File: src/rtl/multicycle_control_fsm.sv
// Multi-cycle control sequencer for an RV32I subset (R-type, addi, lw, sw, beq).
// Optional performance counters are enabled with `define PERF_COUNTERS_EN.
module multicycle_control_fsm #(
  parameter int unsigned MEM_TIMEOUT = 16
`ifdef PERF_COUNTERS_EN
  , parameter int unsigned CNT_W = 32
`endif
) (
  input  logic       clk,
  input  logic       rst,
  input  logic [6:0] opcode,
  input  logic       zero,
  input  logic       mem_ready,
  output logic       mem_req,
  output logic       mem_we,
  output logic       iord,
  output logic       ir_write,
  output logic       pc_write,
  output logic       pc_src,
  output logic       reg_write,
  output logic       mem_to_reg,
  output logic       alu_src_a,
  output logic [1:0] alu_src_b,
  output logic [1:0] alu_op,
  output logic       instr_done,
  output logic       trap,
  output logic [3:0] state_dbg
`ifdef PERF_COUNTERS_EN
  , output logic [CNT_W-1:0] cycle_cnt,
  output logic [CNT_W-1:0] instret_cnt
`endif
);

  localparam int unsigned TMO_W    = (MEM_TIMEOUT == 0) ? 1 : $clog2(MEM_TIMEOUT + 1);
  localparam int unsigned TMO_LAST = (MEM_TIMEOUT == 0) ? 0 : MEM_TIMEOUT - 1;

  localparam logic [6:0] OP_R    = 7'b0110011;
  localparam logic [6:0] OP_I    = 7'b0010011;
  localparam logic [6:0] OP_LW   = 7'b0000011;
  localparam logic [6:0] OP_SW   = 7'b0100011;
  localparam logic [6:0] OP_BEQ  = 7'b1100011;

  typedef enum logic [3:0] {
    S_FETCH    = 4'd0,
    S_DECODE   = 4'd1,
    S_MEM_ADDR = 4'd2,
    S_MEM_RD   = 4'd3,
    S_WB_MEM   = 4'd4,
    S_MEM_WR   = 4'd5,
    S_EXEC_R   = 4'd6,
    S_EXEC_I   = 4'd7,
    S_WB_ALU   = 4'd8,
    S_BRANCH   = 4'd9,
    S_TRAP     = 4'd15
  } state_e;

  state_e           state;
  state_e           state_next;
  logic [TMO_W-1:0] wait_cnt;
  logic [TMO_W-1:0] wait_cnt_next;
  logic             is_store;
  logic             mem_wait;
  logic             timed_out;

  // State register; load/store flavour is captured in DECODE so opcode is not needed later.
  always_ff @(posedge clk) begin
    if (rst) begin
      state    <= S_FETCH;
      wait_cnt <= '0;
      is_store <= 1'b0;
    end else begin
      state    <= state_next;
      wait_cnt <= wait_cnt_next;
      if (state == S_DECODE) begin
        is_store <= (opcode == OP_SW);
      end
    end
  end

  // Next-state logic and memory wait timeout.
  always_comb begin
    state_next    = state;
    wait_cnt_next = '0;
    mem_wait      = ((state == S_FETCH) || (state == S_MEM_RD) || (state == S_MEM_WR)) && !mem_ready;
    timed_out     = (MEM_TIMEOUT != 0) && mem_wait && (wait_cnt == TMO_W'(TMO_LAST));

    case (state)
      S_FETCH:    if (mem_ready) state_next = S_DECODE;
      S_DECODE: begin
        case (opcode)
          OP_R:          state_next = S_EXEC_R;
          OP_I:          state_next = S_EXEC_I;
          OP_LW, OP_SW:  state_next = S_MEM_ADDR;
          OP_BEQ:        state_next = S_BRANCH;
          default:       state_next = S_TRAP;
        endcase
      end
      S_MEM_ADDR: state_next = is_store ? S_MEM_WR : S_MEM_RD;
      S_MEM_RD:   if (mem_ready) state_next = S_WB_MEM;
      S_WB_MEM:   state_next = S_FETCH;
      S_MEM_WR:   if (mem_ready) state_next = S_FETCH;
      S_EXEC_R:   state_next = S_WB_ALU;
      S_EXEC_I:   state_next = S_WB_ALU;
      S_WB_ALU:   state_next = S_FETCH;
      S_BRANCH:   state_next = S_FETCH;
      S_TRAP:     state_next = S_TRAP;
      default:    state_next = S_TRAP;
    endcase

    if (timed_out) begin
      state_next = S_TRAP;
    end else if (mem_wait) begin
      wait_cnt_next = wait_cnt + TMO_W'(1);
    end
  end

  // Output decode; everything is held at 0 while rst is high.
  always_comb begin
    mem_req    = 1'b0;
    mem_we     = 1'b0;
    iord       = 1'b0;
    ir_write   = 1'b0;
    pc_write   = 1'b0;
    pc_src     = 1'b0;
    reg_write  = 1'b0;
    mem_to_reg = 1'b0;
    alu_src_a  = 1'b0;
    alu_src_b  = 2'b00;
    alu_op     = 2'b00;
    instr_done = 1'b0;
    trap       = 1'b0;
    state_dbg  = 4'd0;

    if (!rst) begin
      state_dbg = state;
      case (state)
        S_FETCH: begin
          mem_req   = 1'b1;
          ir_write  = mem_ready;
          pc_write  = mem_ready;
          alu_src_b = 2'b01;
        end
        S_DECODE:   alu_src_b = 2'b10;
        S_MEM_ADDR: begin
          alu_src_a = 1'b1;
          alu_src_b = 2'b10;
        end
        S_MEM_RD: begin
          mem_req = 1'b1;
          iord    = 1'b1;
        end
        S_WB_MEM: begin
          reg_write  = 1'b1;
          mem_to_reg = 1'b1;
          instr_done = 1'b1;
        end
        S_MEM_WR: begin
          mem_req    = 1'b1;
          mem_we     = 1'b1;
          iord       = 1'b1;
          instr_done = mem_ready;
        end
        S_EXEC_R: begin
          alu_src_a = 1'b1;
          alu_op    = 2'b10;
        end
        S_EXEC_I: begin
          alu_src_a = 1'b1;
          alu_src_b = 2'b10;
        end
        S_WB_ALU: begin
          reg_write  = 1'b1;
          instr_done = 1'b1;
        end
        S_BRANCH: begin
          alu_src_a  = 1'b1;
          alu_op     = 2'b01;
          pc_src     = 1'b1;
          pc_write   = zero;
          instr_done = 1'b1;
        end
        S_TRAP:  trap = 1'b1;
        default: ;
      endcase
    end
  end

`ifdef PERF_COUNTERS_EN
  // Cycle counter freezes in TRAP; both counters wrap naturally.
  always_ff @(posedge clk) begin
    if (rst) begin
      cycle_cnt   <= '0;
      instret_cnt <= '0;
    end else begin
      if (state != S_TRAP) begin
        cycle_cnt <= cycle_cnt + CNT_W'(1);
      end
      if (instr_done) begin
        instret_cnt <= instret_cnt + CNT_W'(1);
      end
    end
  end
`endif

endmodule

File: config.mk
export PLATFORM = sky130hd
export DESIGN_NAME = multicycle_control_fsm
export DESIGN_NICKNAME = d
export VERILOG_FILES = /design/src/rtl/multicycle_control_fsm.sv
export SDC_FILE = /design/constraint.sdc
export NUM_CORES = 1
export LEC_CHECK = 0
export CORE_UTILIZATION = 40
export CTS_CLUSTER_DIAMETER = 30
export DETAILED_ROUTE_END_ITERATION = 10
export PLACE_DENSITY = 0.74
export SYNTH_ARGS = -nofsm -noshare
export SYNTH_HDL_FRONTEND = slang
export SYNTH_SLANG_ARGS = --single-unit
File: constraint.sdc
create_clock -name clk -period 2.92 [get_ports clk]
set_clock_uncertainty 0.05 [all_clocks]
set_input_delay 0.438 -clock clk [delete_from_list [all_inputs] [get_ports clk]]
set_output_delay 0.438 -clock clk [all_outputs]
set_load 0.02 [all_outputs]
==> flow_summary.json <==
{
  "antenna_found_initial": 0,
  "cts_tree": "done",
  "worstSetupEndpointType": "output port",
  "cts_buffers": 3,
  "critPathArrivalTime_ns": 2.17,
  "multiInputGateArea_sq_um": 510,
  "die_y_um": 46.4,
  "drtPass1Iterations": 4,
  "utilization_pct": 61.5,
  "synthFlopType": "dfxtp_1",
  "drc": 0,
  "fillers": 175,
  "drv_cap": 0,
  "grt_max_degree": 21,
  "post_drt_via_cell_ratio": 5.30,
  "finalMaxSlewViolations": 0,
  "clk_latency_ns": 0.25,
  "fmax_mhz": 376,
  "ys_ff_latch": 10,
  "globalplace.congestion": 0.818,
  "ys_seq_area_share_pct": 25.4,
  "yosys_warnings": 0,
  "grt_usage_pct": 19.1,
  "core_sq_mm": 0.00178,
  "dieWidth_um": 46.4,
  "critPathKind": "reg2out",
  "p_sw_share_pct": 45.6,
  "grt_pass1_vias": 706,
  "slowest_delay_ns": 0.73,
  "synth_edf_count": 0,
  "io_buffers": 29,
  "cts.htree.levels": 1,
  "status": "complete, no violations",
  "syn_area_sq_um": 788,
  "synth_top_area_share_pct": 25.4,
  "p_comb_share_pct": 60.1,
  "ctsResizeCount": 0,
  "syn_nets": 119,
  "crit_top_cell": "a21oi_1",
  "final_cell_area_sq_mm": 0.00110,
  "power.share.clock_pct": 10.0,
  "area_delta_synth_final_pct": 39.0,
  "cp_max_fo": 19,
  "n_antenna_cell": 0,
  "place_area_sq_mm": 0.00107,
  "cellPowerDensity_mw_per_mm2": 806,
  "drive_above_1_share_pct": 6.11,
  "slew-limit-headroom_pct": 55.7,
  "hold_path_class": "reg2reg",
  "yosysUniqueCellTypes": 39,
  "start_kind": "flop",
  "wirelength_um": 1790,
  "fin_crit_sh_pct": 91.2,
  "cp_top_family": "flip-flops",
  "mostFrequentLayoutCells": "clkdlybuf4s50_1 (29), nor2_1 (10), dfxtp_1 (10), a21oi_1 (9), nor3_1 (8)",
  "power_switching_mw": 0.403,
  "sequentialPowerShare_pct": 29.9,
  "final_nets": 146,
  "synth_area_leader_cell": "dfxtp_1",
  "cts_post_setup_buffers_inserted": 0,
  "synthTopCellsByArea": "dfxtp_1 (25%), a21oi_1 (5.7%), nand2b_1 (5.6%), nor3_1 (5.1%), nor2_1 (4.8%)",
  "grt_pass1_wl_um": 3010,
  "cell_internal_pwr_mw": 0.480,
  "setup_viol": 0,
  "cp_num_buf_inv": 1,
  "min_period_ns": 2.66,
  "regArea_sq_um": 200,
  "io_pins": 30,
  "cts.clk_slew.worst_paths_ns": 0.06,
  "hold_violations": 0,
  "synth_cells": 106,
  "place_hpwl_um": 1360,
  "final_common_cell": "clkdlybuf4s50_1",
  "worstPathCellList": "nand2b_1 > a21oi_1 > a21oi_1 > nor3_1 > clkdlybuf4s50_1",
  "slowest_stage": "dfxtp_1",
  "cts_root_buf": "clkbuf_4",
  "tightestPinTransition_ns": 0.664,
  "fin_setup_tns_ns": 0,
  "postRouteAntennaNets": 0,
  "rows": 15,
  "vias": 827,
  "drt-wirelength-per-cell_um": 11.5,
  "async_flop_share_pct": 0,
  "start_util_pct": 44.2,
  "clock_sinks": 10,
  "avgSynthCellArea_sq_um": 7.44,
  "hold_buffers": 0,
  "cp_data_required_time_ns": 2.43,
  "grt_remaining_overflow": 0,
  "die-area_sq_mm": 0.00215,
  "rsz0062_at_grt": "false",
  "p_leak_nw": 0.409,
  "drtIter0Drc": 14,
  "ir_drop_mv": 0.411,
  "cts_max_path_buffers": 2
}
## registers in the layout, summed over array words and instances (netlist names)
signal / flops
is_store: 1
state: 4
wait_cnt: 5
## per-stage QoR
stage / power [mW] / setup WS [ns] / hold WS [ns] / instances
2_1_floorplan: 0.631 / 0.902 / 0.368 / 106
3_3_place_gp: 0.790 / 0.323 / 0.383 / 153
3_5_place_dp: 0.798 / 0.311 / 0.388 / 153
4_1_cts: 0.891 / 0.251 / 0.397 / 156
5_1_grt: 0.960 / 0.0588 / 0.411 / 156
6_report: 0.883 / 0.258 / 0.392 / 156
## layout make-up
class                      count  share of cell area (%)
tap                           25                    2.85
inverter                       7                    2.40
clock buffer                   3                    2.05
sequential                    10                    18.3
multi-input combinational     80                    46.6
timing repair buffer          31                    27.9
## power by group through the flow
stage	clock (mW)	combinational [mW]	sequential, mW
floorplan	0	0.445	0.186
global placement	0	0.527	0.263
detailed placement	0	0.532	0.266
CTS	0.0931	0.535	0.263
global route	0.0990	0.583	0.278
finish	0.0883	0.531	0.264
## worst reg2reg max path, cell delays in order (launching register included)
cell and delay (ns):
dfxtp_1 0.75, nand2b_2 0.28, a21oi_1 0.08, a21boi_0 0.34, a32oi_1 0.15
## synth_stat cells (all sizes together) (2+ instances only)
| library cell | number |
|---|---|
| dfxtp | 10 |
| nor2 | 10 |
| a21oi | 9 |
| buf | 8 |
| nand2b | 8 |
| nor3 | 8 |
| inv | 7 |
| or3 | 5 |
| nand2 | 4 |
| a32oi | 3 |
| nor2b | 3 |
| o21ai | 3 |
| xnor2 | 3 |
| a21o | 2 |
| ha | 2 |
| nand3 | 2 |
| nand3b | 2 |
| nor4 | 2 |
## per-layer routing
layer,GRT usage [%],wire (um),up-vias
li1,-,-,425
met1,24.3,862,377
met2,32.2,844,23
met3,2.75,79,2
met4,6.47,7,0
met5,0,0,-
## cell families after synthesis
family                   after synthesis  synth area share, %
AO/OA/AOI/OAI                         24                 19.7
XOR/XNOR                               4                 4.45
adder cells (fa/ha/maj)                2                 3.17
buffers and inverters                 16                 9.84
flip-flops                            10                 25.4
multiplexers                           1                 1.27
AND/OR/NAND/NOR                       49                 36.2
## path summary, 6_finish.rpt
path	endpoint	cells after the start	slack (ns)	startpoint
hold reg to reg	wait_cnt[0]	1	0.39	wait_cnt[0]
setup / recovery	instr_done	5	0.26	state[2]
hold / removal	wait_cnt[0]	1	0.39	wait_cnt[0]
setup reg to reg	state[0]	4	1.14	state[1]
Note: power is estimated with default switching activity, not from simulation.
